<file path="src/rtl/carry_chain_sequencer_if.sv">
// Limb-stream bundle for carry_chain_sequencer.
// Purpose: carries the input limb handshake (producer -> stage) and the
// registered result handshake (stage -> consumer).
// Ports (signals):
//   in_valid/in_ready   input limb handshake
//   in_a/in_b           operand limbs, least-significant limb first
//   in_first/in_last    chain framing flags
//   out_valid/out_ready result limb handshake
//   out_sum/out_idx     result limb and its index within the chain
//   out_last/out_carry  final-limb flag and final carry-out of the chain
// Handshake: a beat transfers on a rising clk edge where valid and ready are
// both 1. A producer may change or drop its payload only after a transfer;
// the stage never drops a result while out_valid=1 and out_ready=0.
// Modports: master = producer/consumer side (the bench), slave = the stage.
interface carry_chain_sequencer_if #(
    parameter int WIDTH = 64,
    parameter int IDXW  = 2
);
    logic             in_valid;
    logic             in_ready;
    logic [WIDTH-1:0] in_a;
    logic [WIDTH-1:0] in_b;
    logic             in_first;
    logic             in_last;
    logic             out_valid;
    logic             out_ready;
    logic [WIDTH-1:0] out_sum;
    logic [IDXW-1:0]  out_idx;
    logic             out_last;
    logic             out_carry;

    modport master (
        output in_valid, in_a, in_b, in_first, in_last, out_ready,
        input  in_ready, out_valid, out_sum, out_idx, out_last, out_carry
    );

    modport slave (
        input  in_valid, in_a, in_b, in_first, in_last, out_ready,
        output in_ready, out_valid, out_sum, out_idx, out_last, out_carry
    );
endinterface

</file>
<file path="src/rtl/carry_chain_sequencer.sv">
// Sequential multi-precision adder stage.
// Purpose: adds N x WIDTH-bit operands one limb per beat (LS limb first) with
// a single WIDTH-bit adder, chaining each limb's carry-out into the next
// limb's carry-in and registering every result limb for a downstream
// valid/ready consumer (one-deep output register, one cycle latency).
// Ports:
//   clk        rising-edge clock
//   rst_n      synchronous active-low reset
//   bus        carry_chain_sequencer_if.slave (limb in / result out)
//   err_proto  sticky: chain framing violation (missing or unexpected first)
//   err_len    sticky: chain longer than MAX_LIMBS
//   dbg_state  current FSM state (0 = IDLE, 1 = CHAIN)
module carry_chain_sequencer #(
    parameter int WIDTH     = 64,
    parameter int MAX_LIMBS = 4,
    parameter int IDXW      = 2
) (
    input  logic                   clk,
    input  logic                   rst_n,
    carry_chain_sequencer_if.slave bus,
    output logic                   err_proto,
    output logic                   err_len,
    output logic                   dbg_state
);

    typedef enum logic {
        IDLE  = 1'b0,
        CHAIN = 1'b1
    } state_t;

    localparam logic [IDXW:0] LAST_IDX = (IDXW+1)'(MAX_LIMBS - 1);

    state_t          state, state_nxt;
    logic            carry_reg, carry_nxt;
    logic [IDXW-1:0] cnt, cnt_nxt;

    logic            accept;
    logic            start;
    logic            cin;
    logic            proto_bad;
    logic            len_bad;
    logic [WIDTH:0]  full;
    logic [IDXW:0]   raw_idx;
    logic [IDXW-1:0] idx;

    // Ready is combinational so the register can be refilled in the same
    // cycle it drains; held low while reset is asserted.
    assign bus.in_ready = rst_n & (~bus.out_valid | bus.out_ready);
    assign accept       = bus.in_valid & bus.in_ready;
    assign dbg_state    = state;

    always_comb begin
        state_nxt = state;
        carry_nxt = carry_reg;
        cnt_nxt   = cnt;

        // Any limb seen in IDLE starts a chain, as does in_first mid-chain.
        start     = (state == IDLE) | bus.in_first;
        proto_bad = (state == IDLE) ? ~bus.in_first : bus.in_first;
        cin       = start ? 1'b0 : carry_reg;
        full      = {1'b0, bus.in_a} + {1'b0, bus.in_b} + {{WIDTH{1'b0}}, cin};

        // One extra bit lets the index run past MAX_LIMBS-1 so overflow can
        // be detected before saturating.
        raw_idx   = start ? '0 : ({1'b0, cnt} + (IDXW+1)'(1));
        len_bad   = (raw_idx > LAST_IDX) | ((raw_idx == LAST_IDX) & ~bus.in_last);
        idx       = (raw_idx > LAST_IDX) ? LAST_IDX[IDXW-1:0] : raw_idx[IDXW-1:0];

        if (accept) begin
            cnt_nxt   = idx;
            carry_nxt = bus.in_last ? 1'b0 : full[WIDTH];
            state_nxt = bus.in_last ? IDLE : CHAIN;
        end
    end

    always_ff @(posedge clk) begin
        if (!rst_n) begin
            state     <= IDLE;
            carry_reg <= 1'b0;
            cnt       <= '0;
        end else begin
            state     <= state_nxt;
            carry_reg <= carry_nxt;
            cnt       <= cnt_nxt;
        end
    end

    always_ff @(posedge clk) begin
        if (!rst_n) begin
            bus.out_valid <= 1'b0;
            bus.out_sum   <= '0;
            bus.out_idx   <= '0;
            bus.out_last  <= 1'b0;
            bus.out_carry <= 1'b0;
            err_proto     <= 1'b0;
            err_len       <= 1'b0;
        end else begin
            // in_ready=1 means the register is empty or draining this edge.
            if (bus.in_ready) begin
                bus.out_valid <= bus.in_valid;
            end
            if (accept) begin
                bus.out_sum   <= full[WIDTH-1:0];
                bus.out_idx   <= idx;
                bus.out_last  <= bus.in_last;
                bus.out_carry <= bus.in_last & full[WIDTH];
                err_proto     <= err_proto | proto_bad;
                err_len       <= err_len | len_bad;
            end
        end
    end

endmodule

</file>
<file path="src/flat_wrapper.sv">
// flat-port wrapper written by rule: the top's interface ports become plain ports
module carry_chain_sequencer_flat 
#(
    parameter int WIDTH     = 64,
    parameter int MAX_LIMBS = 4,
    parameter int IDXW      = 2
)
  (clk, rst_n, err_proto, err_len, dbg_state, bus_in_valid, bus_in_a, bus_in_b, bus_in_first, bus_in_last, bus_out_ready, bus_in_ready, bus_out_valid, bus_out_sum, bus_out_idx, bus_out_last, bus_out_carry);
  carry_chain_sequencer_if #(.WIDTH(WIDTH), .IDXW(IDXW)) bus_i ();
  input  logic clk;
  input  logic rst_n;
  output logic err_proto;
  output logic err_len;
  output logic dbg_state;
  input wire logic [$bits(bus_i.in_valid)-1:0] bus_in_valid;
  input wire logic [$bits(bus_i.in_a)-1:0] bus_in_a;
  input wire logic [$bits(bus_i.in_b)-1:0] bus_in_b;
  input wire logic [$bits(bus_i.in_first)-1:0] bus_in_first;
  input wire logic [$bits(bus_i.in_last)-1:0] bus_in_last;
  input wire logic [$bits(bus_i.out_ready)-1:0] bus_out_ready;
  output wire logic [$bits(bus_i.in_ready)-1:0] bus_in_ready;
  output wire logic [$bits(bus_i.out_valid)-1:0] bus_out_valid;
  output wire logic [$bits(bus_i.out_sum)-1:0] bus_out_sum;
  output wire logic [$bits(bus_i.out_idx)-1:0] bus_out_idx;
  output wire logic [$bits(bus_i.out_last)-1:0] bus_out_last;
  output wire logic [$bits(bus_i.out_carry)-1:0] bus_out_carry;
  assign bus_i.in_valid = bus_in_valid;
  assign bus_i.in_a = bus_in_a;
  assign bus_i.in_b = bus_in_b;
  assign bus_i.in_first = bus_in_first;
  assign bus_i.in_last = bus_in_last;
  assign bus_i.out_ready = bus_out_ready;
  assign bus_in_ready = bus_i.in_ready;
  assign bus_out_valid = bus_i.out_valid;
  assign bus_out_sum = bus_i.out_sum;
  assign bus_out_idx = bus_i.out_idx;
  assign bus_out_last = bus_i.out_last;
  assign bus_out_carry = bus_i.out_carry;
  carry_chain_sequencer #(.WIDTH(WIDTH), .MAX_LIMBS(MAX_LIMBS), .IDXW(IDXW)) u_core (.clk(clk), .rst_n(rst_n), .bus(bus_i), .err_proto(err_proto), .err_len(err_len), .dbg_state(dbg_state));
endmodule
</file>
<file path="config.mk">
export PLATFORM = sky130hd
export DESIGN_NAME = carry_chain_sequencer_flat
export DESIGN_NICKNAME = d
export VERILOG_FILES = /design/src/rtl/carry_chain_sequencer_if.sv /design/src/rtl/carry_chain_sequencer.sv /design/src/flat_wrapper.sv
export SDC_FILE = /design/constraint.sdc
export NUM_CORES = 1
export LEC_CHECK = 0
export ABC_AREA = 1
export BUFFER_PORTS_ARGS = -buffer_cell sky130_fd_sc_hd__buf_4
export CORE_MARGIN = 1
export CORE_UTILIZATION = 61
export CTS_BUF_LIST = sky130_fd_sc_hd__clkbuf_8
export CTS_CLUSTER_DIAMETER = 120
export DETAILED_ROUTE_END_ITERATION = 8
export GPL_TIMING_DRIVEN = 0
export PLACE_DENSITY = 0.9
export SYNTH_ARGS = -nofsm -noshare
export SYNTH_HDL_FRONTEND = slang
export SYNTH_SLANG_ARGS = --single-unit
</file>
<file path="constraint.sdc">
create_clock -name clk -period 3.9 [get_ports clk]
set_input_delay 0.195 -clock clk [delete_from_list [all_inputs] [get_ports clk]]
set_output_delay 0.195 -clock clk [all_outputs]
set_load 0.01 [all_outputs]
</file>
==> impl_results.md <==
- Status: complete, no violations
- # rows: 43
- GR Overflow Total: 0
- Final setup violation count: 0
- N_diodes: 0
- Drt pass-1 iters: 8
- Die area: 14800 µm²
- IO buf count: 205
- Final worst slack: approximately 1.0 ns
- Max_slew headroom: between 50% and 60%
- Final ANT Viol Nets: 0
- Critical Path End Type: flop
- TritonCTS clock tree: done
- Clock transition at path regs: 0.08 ns
- Core Util, Final: about three quarters
- Ports: roughly 210
- Pins Over Slew Limit: 0
- Dpl hpwl: around 26 mm
- Final setup skew: about 0.017 ns
- Total Nets Final: 2079
- Final Hold Viols: 0
- Critical Path Source: u_core.dbg_state
- DR DRC count: 0
- Clk_lat worst skew: 0.36 ns
- Max reg flops: 64
- Largest net degree at the start of global routing: 15
- Vias in the first global route: 9834
- Synth unique cells: 33
- Layout cells sized above 1: between 10% and 20%
- Commonest non-fill, non-tap cell in the layout: nand2_1
- Worst Setup Start Kind: flop
- Fill cells: between 1000 and 1500
- Max Fclk: ~350 MHz
- Post-DP Area: about 11000 µm²
- Post-CTS Hold Fix Bufs: 0
- Initial core utilization: 62.7%
- Period minus WS final: approximately 2.9 ns
- Unrepaired setup endpoints after global routing: no
- Worst EP arrival: 3.12 ns
- DIE WIDTH: about 120 µm
- Deepest clock path buffer count: 2
- Pre-CTS worst setup slack: around 1.1 ns
- Area Growth Syn to Fin: 22.5%
- Synth Warn #: 0
- Max_cap viols: 0
- Per-cell routed wire length: 14.7 µm
- DRT iter0 DRCs: ~1200
- Core Box Area: around 14000 µm²
- Largest regs: u_core.bus.out_sum (64), u_core.bus.out_idx (2)
- CP required: 4.16 ns
- Total CTS buffers: 9
- Power density over the cells: between 200 and 300 nW/µm²
- Type of the worst setup path: flop to flop
- Final Power: around 0.0029 W
- CTS root buf: clkbuf_8
- Worst Max-Slew Pin Slew: around 0.7 ns
- Worst Min Path Start: bus_in_valid
- H-tree depth: 3
- Cell Area, Synth: between 8000 and 9000 µm²
- Period utilization: approximately three quarters
- Post-route design area: between 10000 and 15000 µm²
- Tot GR Track Use: approximately two fifths
- Post-CTS setup buffers: 0
- Total number of vias: 10900
- RR Startpoint: u_core.dbg_state
- Register bit total from synthesis: 73
- RD Place Congestion: around 1.0
- Commonest non-fill, non-tap cells in the layout: nand2_1 (692), inv_1 (370), buf_4 (205)
- Max VDD drop: ~150 µV
- LEAKAGE: a little under 7 nW
- Post-CTS sizing: 0
- Syn Nets: approximately 1900
- Worst Hold Class: input port to flop
- First-pass GRT wire length: ~47 mm
- TNS Setup: 0 ns
- Largest Register: u_core.bus.out_sum
- CTS sink cnt: 73
- Vias per inst: ~5.3
- Syn_area_per_cell: ~5.3 µm²
- Die Span Y: around 120 µm
- Post-Route WL: approximately 30 mm
- Cells after synthesis: 1662
- Initial antenna violation count: 0
- CP max FO: 4
- Register area share after synthesis: between 15 and 20%
==> path summary, 6_finish.rpt <==
path         slack (ns)                      to  cells after the start
max                1.04  u_core.bus.out_sum[60]                     15
min                0.14    u_core.bus.out_valid                      3
max reg2reg        1.04  u_core.bus.out_sum[60]                     15
min reg2reg        0.48   u_core.bus.out_sum[3]                      2
==> metal layers <==
| layer | routed length, µm | global-route usage [%] | share of wire (%) |
|---|---|---|---|
| met5 | 0 | 0 | 0 |
| met4 | 1180 | 18.4 | 3.9 |
| met3 | 3590 | 6.69 | 12 |
| met2 | 13100 | 65.8 | 43 |
| met1 | 12600 | 55.5 | 41 |
==> critical path, cell delays in order (launching register included) <==
cell and delay (ns):
dfxtp_1 0.37, ha_1 0.24, nand2_1 0.10, fa_1 0.42, fa_1 0.45, nor2_1 0.17, or2_1 0.18, nand3_1 0.10
nand2_2 0.12, nand2_1 0.08, nand2_2 0.11, nand2_1 0.10, nand3_1 0.08, nand3_1 0.10, nand2_1 0.10, inv_1 0.05
==> per-stage QoR <==
step	cells	hold slack, ns
finish	2063	0.139
CTS	2063	0.133
global route	2063	0.142
detailed placement	2047	0.471
global placement	2047	0.439
floorplan	1662	0.341
==> where the power goes <==
group          internal (W)  total (W)  switching (W)
clock              0.000301   0.000624       0.000323
sequential         0.000830   0.000887      0.0000568
combinational      0.000525    0.00138       0.000852
==> cells by family (layout without fill, tap and decap cells) <==
| group | count (synthesis) | after routing | synth area share (%) |
|---|---|---|---|
| and+or+nand+nor | 973 | 973 | 46.4 |
| buffers and inverters | 413 | 634 | 17.8 |
| AOI/OAI and AO/OA | 108 | 108 | 6.43 |
| DFF | 73 | 73 | 16.7 |
| adders and majority gates | 67 | 67 | 9.77 |
| xor gates and xnor gates | 27 | 27 | 2.71 |
| muxes | 1 | 1 | 0.115 |
==> cells in the mapped netlist (all sizes together) <==
master | number | area [µm²]
or2 | 2 | 12.5
a21oi | 60 | 312
nor2 | 119 | 519
clkinv | 4 | 15.0
xnor2 | 15 | 131
nor3 | 15 | 90.1
nand3 | 95 | 505
nand2 | 730 | 2840
and3 | 1 | 6.26
dfxtp | 73 | 1460
o21a | 1 | 7.51
o21ai | 44 | 220
nor4 | 2 | 25.0
and2 | 1 | 6.26
fa | 2 | 40.0
buf | 6 | 30.0
o211ai | 1 | 7.51
clkbuf | 16 | 60.1
mux2i | 1 | 10.0
ha | 65 | 813
inv | 387 | 1450
o21bai | 2 | 15.0
nand4 | 8 | 50.1
xor2 | 12 | 105
==> cell type report <==
type | instances | area, µm² | share of cell area, %
plain buffers | 22 | 90.1 | 0.842
clock inverters | 7 | 78.8 | 0.736
clock buffers | 9 | 124 | 1.16
well taps | 180 | 225 | 2.10
inverters | 391 | 1470 | 13.7
flip-flops and latches | 73 | 1460 | 13.7
multi-input cells | 1176 | 5720 | 53.4
repair buffers | 205 | 1540 | 14.4
No activity file was read; power rests on OpenSTA's default activity.
